[config.mk]
export PLATFORM = sky130hd
export DESIGN_NAME = axis_fifo_buf
export DESIGN_NICKNAME = d
export VERILOG_FILES = /design/src/rtl/axis_fifo_buf.sv
export SDC_FILE = /design/constraint.sdc
export NUM_CORES = 1
export LEC_CHECK = 0
export ABC_AREA = 1
export BUFFER_PORTS_ARGS = -buffer_cell sky130_fd_sc_hd__clkbuf_2
export CORE_MARGIN = 8
export CORE_UTILIZATION = 39
export DETAILED_ROUTE_END_ITERATION = 8
export PLACE_DENSITY = 0.69
export SLEW_MARGIN = 15
export SYNTH_ARGS = -nofsm -noshare
export SYNTH_HDL_FRONTEND = slang
export SYNTH_SLANG_ARGS = --single-unit
[constraint.sdc]
create_clock -name clk_i -period 1.81 [get_ports clk_i]
set_clock_uncertainty 0.1 [all_clocks]
set_input_delay 0.362 -clock clk_i [delete_from_list [all_inputs] [get_ports clk_i]]
set_output_delay 0.362 -clock clk_i [all_outputs]
set_load 0.03 [all_outputs]
[src/rtl/axis_fifo_buf.sv]
// ============================================================================
// axis_fifo_buf : AXI-Stream elastic buffer, DEPTH-entry circular FIFO, registered outputs.
// Optional level_o/almost_full_o ports when AXIS_FIFO_LEVEL_EN is defined.
// Revision 1.0
// ============================================================================
`default_nettype none

module axis_fifo_buf #(
   parameter int DATA_WIDTH = 8,
   parameter int DEPTH      = 4,
   parameter int AF_LEVEL   = 3
) (
   input  logic                  clk_i,
   input  logic                  arstn_i,
   input  logic                  tvalid_i,
   output logic                  tready_o,
   input  logic [DATA_WIDTH-1:0] tdata_i,
   input  logic                  tlast_i,
   output logic                  tvalid_o,
   input  logic                  tready_i,
   output logic [DATA_WIDTH-1:0] tdata_o,
   output logic                  tlast_o
`ifdef AXIS_FIFO_LEVEL_EN
   ,
   output logic [$clog2(DEPTH):0] level_o,
   output logic                   almost_full_o
`endif
);

   localparam int PTR_W = $clog2(DEPTH);
   localparam int CNT_W = PTR_W + 1;
   localparam logic [CNT_W-1:0] FULL_CNT = CNT_W'(DEPTH);

   generate
      if ((DEPTH < 2) || ((1 << PTR_W) != DEPTH) || (AF_LEVEL < 1) || (AF_LEVEL > DEPTH)) begin : g_bad_params
         $error("axis_fifo_buf: DEPTH must be a power of two >= 2 and AF_LEVEL in 1..DEPTH");
      end
   endgenerate

   logic [DATA_WIDTH:0] mem_q [DEPTH];
   logic [PTR_W-1:0]    wr_ptr_q, wr_ptr_d;
   logic [PTR_W-1:0]    rd_ptr_q, rd_ptr_d;
   logic [CNT_W-1:0]    count_q, count_d;
   logic [CNT_W-1:0]    w_cnt_after_pop;
   logic [DATA_WIDTH:0] head_q, head_d;
   logic                tvalid_q, tready_q;
   logic                w_push, w_pop;

   assign w_push = tvalid_i & tready_q;
   assign w_pop  = tvalid_q & tready_i;

   always_comb begin
      wr_ptr_d        = wr_ptr_q;
      rd_ptr_d        = rd_ptr_q;
      w_cnt_after_pop = count_q;
      head_d          = head_q;
      if (w_push) begin
         wr_ptr_d = wr_ptr_q + PTR_W'(1);
      end
      if (w_pop) begin
         rd_ptr_d        = rd_ptr_q + PTR_W'(1);
         w_cnt_after_pop = count_q - CNT_W'(1);
      end
      count_d = w_push ? (w_cnt_after_pop + CNT_W'(1)) : w_cnt_after_pop;
      // An incoming beat landing in an otherwise empty FIFO is not yet in
      // storage, so it has to be forwarded straight into the head register.
      if (w_push && (w_cnt_after_pop == '0)) begin
         head_d = {tlast_i, tdata_i};
      end else if (count_d != '0) begin
         head_d = mem_q[rd_ptr_d];
      end
   end

   always_ff @(posedge clk_i) begin
      if (w_push) begin
         mem_q[wr_ptr_q] <= {tlast_i, tdata_i};
      end
   end

   always_ff @(posedge clk_i or posedge arstn_i) begin
      if (arstn_i) begin
         wr_ptr_q <= '0;
         rd_ptr_q <= '0;
         count_q  <= '0;
         head_q   <= '0;
         tvalid_q <= 1'b0;
         tready_q <= 1'b1;
      end else begin
         wr_ptr_q <= wr_ptr_d;
         rd_ptr_q <= rd_ptr_d;
         count_q  <= count_d;
         head_q   <= head_d;
         tvalid_q <= (count_d != '0);
         tready_q <= (count_d != FULL_CNT);
      end
   end

   assign tvalid_o = tvalid_q;
   assign tready_o = tready_q;
   assign tdata_o  = head_q[DATA_WIDTH-1:0];
   assign tlast_o  = head_q[DATA_WIDTH];

`ifdef AXIS_FIFO_LEVEL_EN
   localparam logic [CNT_W-1:0] AF_CNT = CNT_W'(AF_LEVEL);

   logic af_q;

   always_ff @(posedge clk_i or posedge arstn_i) begin
      if (arstn_i) begin
         af_q <= 1'b0;
      end else begin
         af_q <= (count_d >= AF_CNT);
      end
   end

   assign level_o       = count_q;
   assign almost_full_o = af_q;
`endif

endmodule

`default_nettype wire
Word level (Yosys, flattened, before mapping)
Memories as Yosys holds them, arrays and structs flattened.
Index checks and enable logic that the tools add are counted.

storage, ports and cells
  register bits after elaboration = 18
  bits in latches = 0
  RAM bits = 36
  ROM bits = 0
  input port bits = 13
  output and inout port bits = 11
  memories kept = 1

memories
  name   depth  bits a word  rd ports  clocked after Yosys merged registers in  wr ports  RTL line  RTL
  mem_q  4      9            1         0                                        1         40        logic [DATA_WIDTH:0] mem_q [DEPTH];

cells by class
  $add $sub $neg = 4
  $mul = 0
  div/mod/pow operators = 0
  $lt $le $gt $ge = 0
  equality and inequality tests = 1
  shift operators = 0
  multiplexer cells = 7
  bitwise gates (word level) = 2
  reductions and logical operators = 4

operators by type and width
  cell                                                                 number
  9-bit two-way mux                                                    2
  3-bit two-way mux                                                    2
  2-bit by 1-bit adder with 2-bit output (second input constant)       2
  3-bit by 1-bit adder with 3-bit output (second input constant)       1
  3-bit logical NOT                                                    1
  3-bit inequality test (second input constant)                        1
  3-bit nonzero test                                                   1
  3-bit by 1-bit subtractor with 3-bit output (second input constant)  1
  1-bit AND                                                            2
  1-bit two-way mux                                                    2
  2-bit two-way mux                                                    1
  2-bit nonzero test                                                   1
  1-bit logical AND                                                    1

Logic depth before layout (Yosys ltp)
Gate-level depths: netlist of the first run.

  word-level depth = 7
  gate-level depth with buffers = 14

Worst setup path after synthesis of the first run
OpenSTA, ideal clock, no wires.

  kind = register -> register
  from = reg tvalid_q, in the netlist tvalid_o
  to = reg head_q[4]
  library setup time = 118 ps
  arrival time = 1780 ps
  data required time = 1592 ps
  slack = -188 ps
  stages on the path, launching flop included = 14
  period minus slack after synthesis = 1998 ps
  path through = dfrtp_1 > buf_6 > nand2_8 > nand2_1 > nand2_1 > inv_1 > ha_1 > inv_1 > nor2_4 > nand2_4 > buf_6 > or2_0 > nand3_1 > nand2_1

on the way
  cells in the longest elaborated chain, start to end = 6
  elaborated cells between the ends (all ways) = 12

ends and longest elaborated chain
  what                                    RTL line  RTL
  start, declared                         46        logic tvalid_q, tready_q;
  start signal, assigned                  93        tvalid_q <= (count_d != '0);
  1-bit AND (*)                           50        assign w_pop = tvalid_q & tready_i;
  3-bit two-way mux                       60        if (w_pop) begin
  3-bit by 1-bit adder with 3-bit output  64        count_d = w_push ? (w_cnt_after_pop + CNT_W'(1)) : w_cnt_after_pop;
  3-bit two-way mux                       64
  3-bit nonzero test                      69        end else if (count_d != '0) begin
  2-bit nonzero test (no line)            n/a
  end signal, assigned                    85        head_q <= '0;
  end signal, assigned                    92        head_q <= head_d;
  end, declared                           45        logic [DATA_WIDTH:0] head_q, head_d;

Mark *: on every way between the ends. The rest lies on a longest branch, timed or not. The select of a mux whose other input is x is not followed.
A chain may end at the register's enable or synchronous reset.

Final worst setup path of the first run
  from = reg count_q[0]
  to = reg head_q[4]

on the way
  cells in the longest elaborated chain, start to end = 6
  elaborated cells between the ends (all ways) = 9

ends and longest elaborated chain
  what                                         RTL line  RTL
  start, declared                              43        logic [CNT_W-1:0] count_q, count_d;
  start signal, assigned                       91        count_q <= count_d;
  3-bit by 1-bit subtractor with 3-bit output  62        w_cnt_after_pop = count_q - CNT_W'(1);
  3-bit two-way mux (*)                        60
  3-bit by 1-bit adder with 3-bit output       64
  3-bit two-way mux                            64
  3-bit nonzero test                           69
  2-bit nonzero test (no line)                 n/a

Mark *: on every way between the ends. The rest lies on a longest branch, timed or not.

==> flow_summary.yaml, run 1 <==
global_route:
  grt_first_pass_wirelength_mm: 10.58
  grt_start_max_net_pins: 20
  grt-ovfl-total: 0
  antenna_violations_before_repair: 0
  grt_pass1_vias: 2079
  global_route.usage.total: 0.1346
detailed_routing:
  drt_first_pass_iters: 4
  sum_of_met2_wire_segment_lengths_after_detailed_routing_mm: 3.230
  vias: 2020
  routed_wire_length_per_instance_um: 15.62
  first_iter_violations: 124
  detail_route.wirelength_mm: 6.559
  route.detailed.drc: 0
  drt-vias-per-instance: 4.810
  met1Wirelength_mm: 2.944
  detail-route-antenna-nets: 0
  top_layer_used: "met4"
  wl_met3_um: 329
layout:
  antennaDiodeCount: 0
  nFillCells: 611
  drive_gt1_frac: 0.4829
  finalNetCount: 340
  fin_area_mm2: 0.003630
  multi_input_area_mm2: 0.001304
  area_delta_synth_final_pct: 27.01
  post_layout_cell_count: 420
  area.sequential_mm2: 0.001534
sta:
  fmaxAchievable_mhz: 503.9
  setup_viol: 12
  maxSlewViolCount: 0
  timing.final.crit_period_ns: 1.985
  tightest_slew_ns: 0.3135
  worst_slack_ns: -0.1747
  final-hold-violation-count: 0
  setup_repair_after_global_routing_missed_its_margin: "yes"
  finalCritPeriodShare: 1.097
  final.setup.tns_ns: -1.614
  timing.slew.headroom: 0.7903
hold_path:
  timing.hold.worst.class: "primary input to register"
  min_delay_worst_endpoint: "mem_q[1][3]"
  min_from: "tdata_i[3]"
  hold-path-cell-count: 1
worst_setup_path:
  critical_path.startpoint_type: "register"
  destination_of_the_worst_register_to_register_timing_path: "head_q[4]"
  kind_of_capture_point_of_the_worst_setup_path: "register"
  r2r_slack_ns: -0.17
  setup.worst_path.class: "register to register"
  r2r_cells: 12
  worstPathMaxFanout: 5
  timing.critical_path.required_ns: 1.91
  cp_data_arrival_time_ns: 2.08
  regToRegStartpoint: "count_q[0]"
clock_network:
  tritoncts_clock_tree: "yes"
  h-tree-depth: 2
  cts.sinks: 54
  cts-buffers-inserted: 5
  insertion_delay_ns: 0.31
  worst_setup_hold_path_clk_slew_ns: 0.10
  ctsRootBufferMaster: "sky130_fd_sc_hd__clkbuf_8"
  clockBufferDepth: 2
run_status:
  violations: "setup timing"
  outcome: "complete, but fails checks"
power_and_ir_drop:
  p_sw_frac: 0.4659
  share_clk_of_total_power: 0.103
  power_switching_uw: 3075
  total_power_uw: 6601
  leakagePower_uw: 0.001581
  comb_power_share: 0.603
  power_density_mw_per_mm2: 1818
  intPower_uw: 3525
  power.share.sequential: 0.294
  power.ir.vdd_worst_uv: 683.1
synth:
  syn-cell-area_mm2: 0.002858
  synth.distinct_cells: 26
  syn_avg_cell_area_um2: 10.87
  yosysSeqAreaShare: 0.5363
  synth_fp_nets: 283
  yosys_warnings: 0
  post_synth_inst_count: 263
  ys_seq_elements: 54
place:
  dpl_cell_area_mm2: 0.003201
  place.detailed.instances: 399
  port-buffer-count: 23
  pre_cts_slack_ns: -0.1319
  routabilityCongestion: 0.7905
  dp_hpwl_mm: 3.978
floorplan:
  die_h_um: 101.6
  core.rowCount: 31
  floorplan_core_area_mm2: 0.007176
  io_pins: 24
  floorplan.initialDensity: 0.3983
  dieArea_mm2: 0.01032
  floorplan.die.width_um: 101.6
job:
  cap_violations: 0
==> cell families (layout without fill, tap and decap cells) <==
kind of cell               Yosys count  count (layout)  synth area share
DFF                                 54              54            0.5363
adders and majority gates            7               7           0.03065
AOI/OAI and AO/OA                    1               1          0.001750
xor gates and xnor gates             1               1          0.003065
and+or+nand+nor                    143             147            0.3341
buffers and inverters               57             111           0.09413
==> cell type report <==
cell class,count,share of cell area
Multi-Input combinational cell,156,0.3592
Clock buffer,5,0.01896
Inverter,47,0.04929
Tap cell,99,0.03413
Sequential cell,54,0.4226
Clock inverter,3,0.005515
Timing Repair Buffer,56,0.1103
==> cell usage in the layout, fill, tap and decap left out, types with 6 or more instances in the layout <==
master,n
sky130_fd_sc_hd__nand3b_1,9
sky130_fd_sc_hd__nand2_2,17
sky130_fd_sc_hd__nand2_8,8
sky130_fd_sc_hd__nand2_4,7
sky130_fd_sc_hd__or2_4,8
sky130_fd_sc_hd__nand2_1,22
sky130_fd_sc_hd__buf_6,6
sky130_fd_sc_hd__nand4_1,11
sky130_fd_sc_hd__inv_1,30
sky130_fd_sc_hd__nand3_1,29
sky130_fd_sc_hd__edfxtp_1,36
sky130_fd_sc_hd__inv_2,16
sky130_fd_sc_hd__clkbuf_2,23
sky130_fd_sc_hd__dfrtp_1,16
sky130_fd_sc_hd__buf_4,25
sky130_fd_sc_hd__nand3_2,23
==> per-layer routing <==
metal,global-route usage,vias up
li1,-,996
met2,0.2254,54
met5,0,-
met1,0.1685,964
met3,0.03574,6
met4,0.02978,0
==> worst max-delay path, stage by stage, from the launching register on <==
cell,delay [ns]
sky130_fd_sc_hd__dfrtp_1,0.38
sky130_fd_sc_hd__inv_2,0.06
sky130_fd_sc_hd__ha_4,0.27
sky130_fd_sc_hd__nand3_4,0.08
sky130_fd_sc_hd__nand2_4,0.11
sky130_fd_sc_hd__ha_4,0.14
sky130_fd_sc_hd__inv_2,0.04
sky130_fd_sc_hd__nor2_4,0.12
sky130_fd_sc_hd__buf_12,0.16
sky130_fd_sc_hd__nand2_8,0.07
sky130_fd_sc_hd__or2_1,0.23
sky130_fd_sc_hd__nand3_2,0.08
sky130_fd_sc_hd__nand2_1,0.05
==> worst max path at each step <==
| stage | start | to | slack (ns) | depth (start not counted) |
|---|---|---|---|---|
| 2_1_floorplan | count_q[0] | head_q[4] | -0.05 | 12 |
| 3_3_place_gp | tready_i | head_q[7] | -0.10 | 11 |
| 3_5_place_dp | count_q[0] | head_q[5] | -0.13 | 11 |
| 4_1_cts | count_q[0] | head_q[6] | -0.14 | 12 |
| 5_1_grt | count_q[0] | head_q[4] | -0.27 | 12 |
| 6_report | count_q[0] | head_q[4] | -0.17 | 12 |
==> flip-flops by register name, indices dropped and copies added (netlist names) <==
signal    count
tready_o      1
tvalid_o      1
wr_ptr_q      2
mem_q        36
head_q        9
count_q       3
rd_ptr_q      2
==> cell usage after synthesis <==
cell type                  count  area (um^2)
sky130_fd_sc_hd__nand4_1      11        68.82
sky130_fd_sc_hd__nand3b_1      9        67.56
sky130_fd_sc_hd__nand3_4       2        35.03
sky130_fd_sc_hd__buf_6         6        67.56
sky130_fd_sc_hd__nand3_1      43        215.2
sky130_fd_sc_hd__inv_1        35        131.4
sky130_fd_sc_hd__xor2_1        1        8.760
sky130_fd_sc_hd__nor2_4        1        11.26
sky130_fd_sc_hd__nor2_1        5        18.77
sky130_fd_sc_hd__nand2_8       5        100.1
sky130_fd_sc_hd__dfrtp_1      17        425.4
sky130_fd_sc_hd__inv_2        12        45.04
sky130_fd_sc_hd__o21ai_0       1        5.000
sky130_fd_sc_hd__dfstp_2       1        26.28
sky130_fd_sc_hd__or2_0         1        6.260
sky130_fd_sc_hd__ha_1          7        87.58
sky130_fd_sc_hd__or2_2         8        50.05
sky130_fd_sc_hd__nand2_2      12        75.07
sky130_fd_sc_hd__buf_4         2        15.01
sky130_fd_sc_hd__nand2_4       5        56.30
sky130_fd_sc_hd__edfxtp_1     36         1081
sky130_fd_sc_hd__nor2_8        1        20.02
sky130_fd_sc_hd__nand2_1      29        108.9
sky130_fd_sc_hd__nand4_4       1        21.27
sky130_fd_sc_hd__nand3_2      10        100.1
sky130_fd_sc_hd__buf_2         2        10.01
==> per-stage QoR <==
stage               hold WS (ns)  utilization
CTS                       0.1813       0.4908
finish                    0.1882       0.5058
global route              0.1782       0.5058
floorplan                 0.1998            -
global placement          0.2723       0.4460
detailed placement        0.2849       0.4460
==> timing repair <==
action	4_1_cts	5_1_grt
setup endpoints to repair	12	12
setup buffers	5	3
cloned	5	0
endpoints found under the hold margin	17	0
hold buffers	1	0
pin swaps	6	11
resized for setup	31	22
==> power by group through the flow <==
stage	clock (uW)	sequential (uW)	combinational, uW
6_report	681	1940	3980
5_1_grt	741	1970	4320
4_1_cts	695	1940	3660
3_5_place_dp	0	1960	3070
3_3_place_gp	0	1940	3000
2_1_floorplan	0	2130	2130
Power figures use the tool's default switching activity.
==> inputs of run 2 (changes only) <==
- CORE_MARGIN: 8 -> unset
- CORE_UTILIZATION: 39 -> 30
- PLACE_DENSITY: 0.69 -> 0.58
- TNS_END_PERCENT: unset -> 30
==> run 2 against run 1 <==
Compared with the run above: the run still ends with setup timing left; worst hold slack got worse by 0.0088 ns; largest cell class unchanged; cell area shrank 0.65%; first-iteration DRC count shrank 8.1%; non-clock buffer count decreased by 3; critical path type unchanged; highest routed layer unchanged.
==> flow_summary.yaml, run 2 (synthesis results as in run 1) <==
layout:
  largest_reg_flops: 36
  antennaDiodeCount: 0
  final_core_util: 0.3903
  reg.largest.list: "mem_q: 36 flops, head_q: 9 flops, count_q: 3 flops"
  drive_gt1_frac: 0.4780
  nFillCells: 922
  finalNetCount: 337
  largest_register_by_flop_count: "mem_q"
  area_delta_synth_final_pct: 26.18
  leading_cell_type_in_the_layout_fill_and_taps_excluded: "sky130_fd_sc_hd__edfxtp_1"
  mostFrequentLayoutCells: "36 x sky130_fd_sc_hd__edfxtp_1, 29 x sky130_fd_sc_hd__inv_1, 29 x sky130_fd_sc_hd__nand3_1"
  multi_input_area_mm2: 0.001287
  area.sequential_mm2: 0.001534
run_status:
  outcome: "complete, but fails checks"
  violations: "setup timing"
floorplan:
  io_pins: 24
  floorplan.die.width_um: 99.60
  dieArea_mm2: 0.009920
  die_h_um: 99.60
  core.rowCount: 35
  floorplan.initialDensity: 0.3093
  floorplan_core_area_mm2: 0.009240
detailed_routing:
  first_iter_violations: 114
  routed_wire_length_per_instance_um: 14.03
  drt-vias-per-instance: 4.450
  detail-route-antenna-nets: 0
  route.detailed.drc: 0
  drt_first_pass_iters: 5
  detail_route.wirelength_mm: 6.270
  vias: 1989
global_route:
  grt_pass1_vias: 2042
  global_route.usage.total: 0.1398
  use_met1: 0.1748
  antenna_violations_before_repair: 0
  grt_first_pass_wirelength_mm: 10.56
  grt.busiest_layer: "met2"
  grt-ovfl-total: 0
  grt_use_met3: 0.04006
  grt_start_max_net_pins: 20
  met2_usage: 0.2345
worst_setup_path:
  r2r_slack_ns: -0.08
  setup.worst_path.class: "register to register"
  critical_path.startpoint_type: "register"
  worstPathMaxFanout: 6
  cp_data_arrival_time_ns: 2.00
  critical_path_buf_inv_count: 3
  cp_max_stage_cell: "sky130_fd_sc_hd__dfrtp_1"
  timing.critical_path.required_ns: 1.92
  kind_of_capture_point_of_the_worst_setup_path: "register"
  worst_path_largest_cell_delay_ns: 0.37
  critical_path.cell_chain: "inv_2 > ha_4 > nand3_4 > nand2_4 > ha_4 > inv_2 > nor2_4 > buf_6 > nand2_8 > or2_4 > nand3_2 > nand2_1"
  critical-path-top-delay-family: "simple AND/OR/NAND/NOR gates"
sta:
  setup_repair_after_global_routing_missed_its_margin: "yes"
  timing.final.crit_period_ns: 1.892
  timing.slew.headroom: 0.7824
  tightest_slew_ns: 0.3261
  maxSlewViolCount: 0
  worst_slack_ns: -0.08190
  fmaxAchievable_mhz: 528.6
  setup_viol: 9
  finalCritPeriodShare: 1.045
  final-hold-violation-count: 0
  final.setup.tns_ns: -0.6280
clock_network:
  worst_setup_hold_path_clk_slew_ns: 0.10
  cts.sinks: 54
  ctsRootBufferMaster: "sky130_fd_sc_hd__clkbuf_8"
  insertion_delay_ns: 0.31
  tritoncts_clock_tree: "yes"
  clockBufferDepth: 2
  h-tree-depth: 2
  cts-buffers-inserted: 5
place:
  dp_hpwl_mm: 4.115
  routabilityCongestion: 0.7647
  port-buffer-count: 23
power_and_ir_drop:
  power_switching_uw: 2957
  total_power_uw: 6383
  comb_power_share: 0.590
  power.ir.vdd_worst_uv: 562.0
  share_clk_of_total_power: 0.107
  p_sw_frac: 0.4633
  power_density_mw_per_mm2: 1770
  leakagePower_uw: 0.001568
  intPower_uw: 3426
  power.share.sequential: 0.303
job:
  cap_violations: 0
hold_path:
  timing.hold.worst.class: "primary input to register"
==> run 2: final timing paths <==
check                                    to  cells past startpoint  startpoint
worst max-delay path              head_q[6]                     12  count_q[0]
worst min-delay path            mem_q[1][4]                      1  tdata_i[4]
worst max register to register    head_q[6]                     12  count_q[0]
worst min register to register    head_q[5]                      2   head_q[5]
max in group asynchronous          tready_o                      4     arstn_i
min in group asynchronous        count_q[1]                      3     arstn_i
==> run 2: per-stage QoR <==
stage / hold WS (ns) / instance area, um^2 / instances / setup slack (ns)
2_1_floorplan: 0.1998 / 2873 / 263 / -0.05376
3_3_place_gp: 0.2105 / 3223 / 428 / -0.1628
3_5_place_dp: 0.2070 / 3223 / 428 / -0.1975
4_1_cts: 0.1725 / 3541 / 447 / -0.09538
5_1_grt: 0.1704 / 3606 / 447 / -0.2017
6_report: 0.1795 / 3606 / 447 / -0.08190
==> run 2: worst register-to-register path, stage by stage, from the launching register on <==
cell and delay (ns):
sky130_fd_sc_hd__dfrtp_1 0.37, sky130_fd_sc_hd__inv_2 0.06, sky130_fd_sc_hd__ha_4 0.27, sky130_fd_sc_hd__nand3_4 0.07, sky130_fd_sc_hd__nand2_4 0.10, sky130_fd_sc_hd__ha_4 0.12
sky130_fd_sc_hd__inv_2 0.04, sky130_fd_sc_hd__nor2_4 0.09, sky130_fd_sc_hd__buf_6 0.13, sky130_fd_sc_hd__nand2_8 0.07, sky130_fd_sc_hd__or2_4 0.24, sky130_fd_sc_hd__nand3_2 0.09
sky130_fd_sc_hd__nand2_1 0.05
==> run 2: power by group through the flow <==
stage | combinational, uW | clock, uW | sequential [uW]
CTS | 3630 | 703 | 1930
finish | 3770 | 683 | 1930
global placement | 3020 | 0 | 1940
floorplan | 2110 | 0 | 2130
global route | 4140 | 749 | 1970
detailed placement | 3080 | 0 | 1950
==> run 2: final cells by class <==
| cell class | instances | share of cell area |
|---|---|---|
| Multi-Input combinational cell | 156 | 0.3570 |
| Clock inverter | 2 | 0.003817 |
| Timing Repair Buffer | 53 | 0.09924 |
| Clock buffer | 6 | 0.02012 |
| Tap cell | 129 | 0.04476 |
| Sequential cell | 54 | 0.4254 |
| Inverter | 47 | 0.04962 |
==> run 2: what timing repair did <==
action | in CTS | in global routing
setup buffers | 5 | 0
endpoints found under the setup margin | 12 | 12
gates cloned | 5 | 0
resized for setup | 36 | 14
pin swaps | 12 | 8
hold buffers | 1 | 0
hold endpoints to repair | 7 | 0
==> run 2: layer usage <==
metal | up-vias | part of all wire
met5 | - | 0
li1 | 985 | -
met1 | 962 | 0.45
met2 | 32 | 0.49
met3 | 10 | 0.038
met4 | 0 | 0.020
==> inputs of run 3 (changes only) <==
- CORE_UTILIZATION: 30 -> 32
- PLACE_DENSITY: 0.58 -> 0.61
==> run 3 against run 2 <==
Compared with the run above: the run still ends with setup timing left; via count grew 0.70%; sequential share of layout area grew 0.42 points; wire length fell by 1.6%; largest cell class unchanged.
==> flow_summary.yaml, run 3 (synthesis results as in run 1) <==
place:
  dpl_cell_area_mm2: 0.003189
  place.detailed.instances: 406
  pre_cts_slack_ns: -0.1407
  port-buffer-count: 23
  dp_hpwl_mm: 3.824
  routabilityCongestion: 0.7745
worst_setup_path:
  kind_of_capture_point_of_the_worst_setup_path: "register"
  destination_of_the_worst_register_to_register_timing_path: "head_q[1]"
  cp_max_stage_cell: "sky130_fd_sc_hd__dfrtp_1"
  timing.critical_path.required_ns: 1.91
  critical-path-top-delay-family: "simple AND/OR/NAND/NOR gates"
  worstPathMaxFanout: 6
  critical_path.startpoint_type: "register"
  regToRegStartpoint: "count_q[0]"
  cp_data_arrival_time_ns: 2.04
  setup.worst_path.class: "register to register"
  r2r_slack_ns: -0.13
  critical_path_buf_inv_count: 3
  worst_path_largest_cell_delay_ns: 0.37
  r2r_cells: 12
  critical_path.cell_chain: "inv_2 > ha_4 > nand3_4 > nand2_4 > ha_4 > inv_2 > nor2_4 > buf_6 > nand2_8 > or2_4 > nand3_1 > nand2_1"
layout:
  nFillCells: 838
  largest_register_by_flop_count: "mem_q"
  post_layout_cell_count: 428
  largest_reg_flops: 36
  reg.largest.list: "mem_q: 36 flops, head_q: 9 flops, count_q: 3 flops"
  drive_gt1_frac: 0.4531
  mostFrequentLayoutCells: "36 x sky130_fd_sc_hd__nand3_1, 36 x sky130_fd_sc_hd__edfxtp_1, 30 x sky130_fd_sc_hd__inv_1"
  area_delta_synth_final_pct: 24.96
  finalNetCount: 339
  fin_area_mm2: 0.003571
  antennaDiodeCount: 0
run_status:
  violations: "setup timing"
  outcome: "complete, but fails checks"
floorplan:
  io_pins: 24
  dieArea_mm2: 0.009312
  die_h_um: 96.50
  floorplan_core_area_mm2: 0.008678
  floorplan.die.width_um: 96.50
  core.rowCount: 34
  floorplan.initialDensity: 0.3293
global_route:
  grt_first_pass_wirelength_mm: 9.584
  grt-ovfl-total: 0
  global_route.usage.total: 0.1403
  grt_start_max_net_pins: 20
  antenna_violations_before_repair: 0
  grt_pass1_vias: 1965
detailed_routing:
  detail_route.wirelength_mm: 6.172
  vias: 2003
  drt-vias-per-instance: 4.680
  drt_first_pass_iters: 4
  route.detailed.drc: 0
  detail-route-antenna-nets: 0
  routed_wire_length_per_instance_um: 14.42
  first_iter_violations: 122
sta:
  finalCritPeriodShare: 1.070
  setup_repair_after_global_routing_missed_its_margin: "yes"
  setup_viol: 9
  fmaxAchievable_mhz: 516.2
  maxSlewViolCount: 0
  worst_slack_ns: -0.1271
  tightest_slew_ns: 0.3193
  timing.final.crit_period_ns: 1.937
  timing.slew.headroom: 0.7869
  final-hold-violation-count: 0
power_and_ir_drop:
  leakagePower_uw: 0.001575
  power.ir.vdd_worst_uv: 659.1
  power_density_mw_per_mm2: 1781
  total_power_uw: 6359
clock_network:
  insertion_delay_ns: 0.30
  cts-buffers-inserted: 5
  h-tree-depth: 2
  ctsRootBufferMaster: "sky130_fd_sc_hd__clkbuf_8"
  cts.sinks: 54
  worst_setup_hold_path_clk_slew_ns: 0.09
  clockBufferDepth: 2
  tritoncts_clock_tree: "yes"
hold_path:
  min_from: "tdata_i[0]"
  hold-path-cell-count: 1
  timing.hold.worst.class: "primary input to register"
  min_delay_worst_endpoint: "mem_q[3][0]"
job:
  cap_violations: 0
## run 3: cell types whose count changed in the layout (fill, tap and decap cells not counted), sizes merged
cell / change
clkinv: -1
buf: +2
inv: -1
clkbuf: +1
bufinv: +1
## run 3: report_power, final
group	internal, uW	switching (uW)	leakage (uW)
logic	1370	2260	0.000984
registers	1710	234	0.000539
clock network	414	372	0.0000524
## run 3: routing by layer
| metal | vias to the layer above | share of wire | GRT usage |
|---|---|---|---|
| met3 | 11 | 0.043 | 0.02347 |
| li1 | 989 | - | - |
| met4 | 0 | 0.018 | 0.05147 |
| met5 | - | 0 | 0 |
| met2 | 56 | 0.52 | 0.2471 |
| met1 | 947 | 0.42 | 0.1716 |
## run 3: layout make-up
| cell class | instances | area, um^2 | share of cell area |
|---|---|---|---|
| clock buffers | 7 | 76.32 | 0.02137 |
| clock inverters | 1 | 30.03 | 0.008409 |
| inverters | 47 | 176.4 | 0.04940 |
| multi-input cells | 156 | 1239 | 0.3469 |
| flip-flops and latches | 54 | 1534 | 0.4296 |
| well taps | 108 | 135.1 | 0.03784 |
| repair buffers | 55 | 380.4 | 0.1065 |
## run 3: worst max path at each step
stage,cells after the start,startpoint,end
2_1_floorplan,13,tvalid_o,head_q[4]
4_1_cts,11,count_q[0],head_q[8]
3_3_place_gp,12,tready_i,head_q[1]
3_5_place_dp,11,count_q[0],head_q[1]
6_report,12,count_q[0],head_q[1]
5_1_grt,12,count_q[0],head_q[4]
## run 3: timing repair
item | 4_1_cts | 5_1_grt
setup buffers | 6 | 3
endpoints found under the hold margin | 7 | 0
cloned | 2 | 2
gates resized for setup | 17 | 25
hold buffers | 1 | 0
setup endpoints to repair | 9 | 12
pin swaps | 8 | 15
## run 3: stage by stage
| step | setup TNS (ns) | hold slack [ns] | utilization |
|---|---|---|---|
| floorplan | -0.4589 | 0.1998 | - |
| finish | -1.025 | 0.1920 | 0.4115 |
| detailed placement | -1.145 | 0.2105 | 0.3675 |
| global route | -2.043 | 0.2010 | 0.4115 |
| global placement | -0.7666 | 0.2119 | 0.3675 |
| CTS | -1.154 | 0.1924 | 0.3958 |
## run 3: worst reg2reg max path, delay by kind of cell, from the launching register on
kind / cells / cell delay (ns)
adders and majority gates: 2 / 0.39
DFF: 1 / 0.37
buffers and inverters: 3 / 0.24
and+or+nand+nor: 7 / 0.73
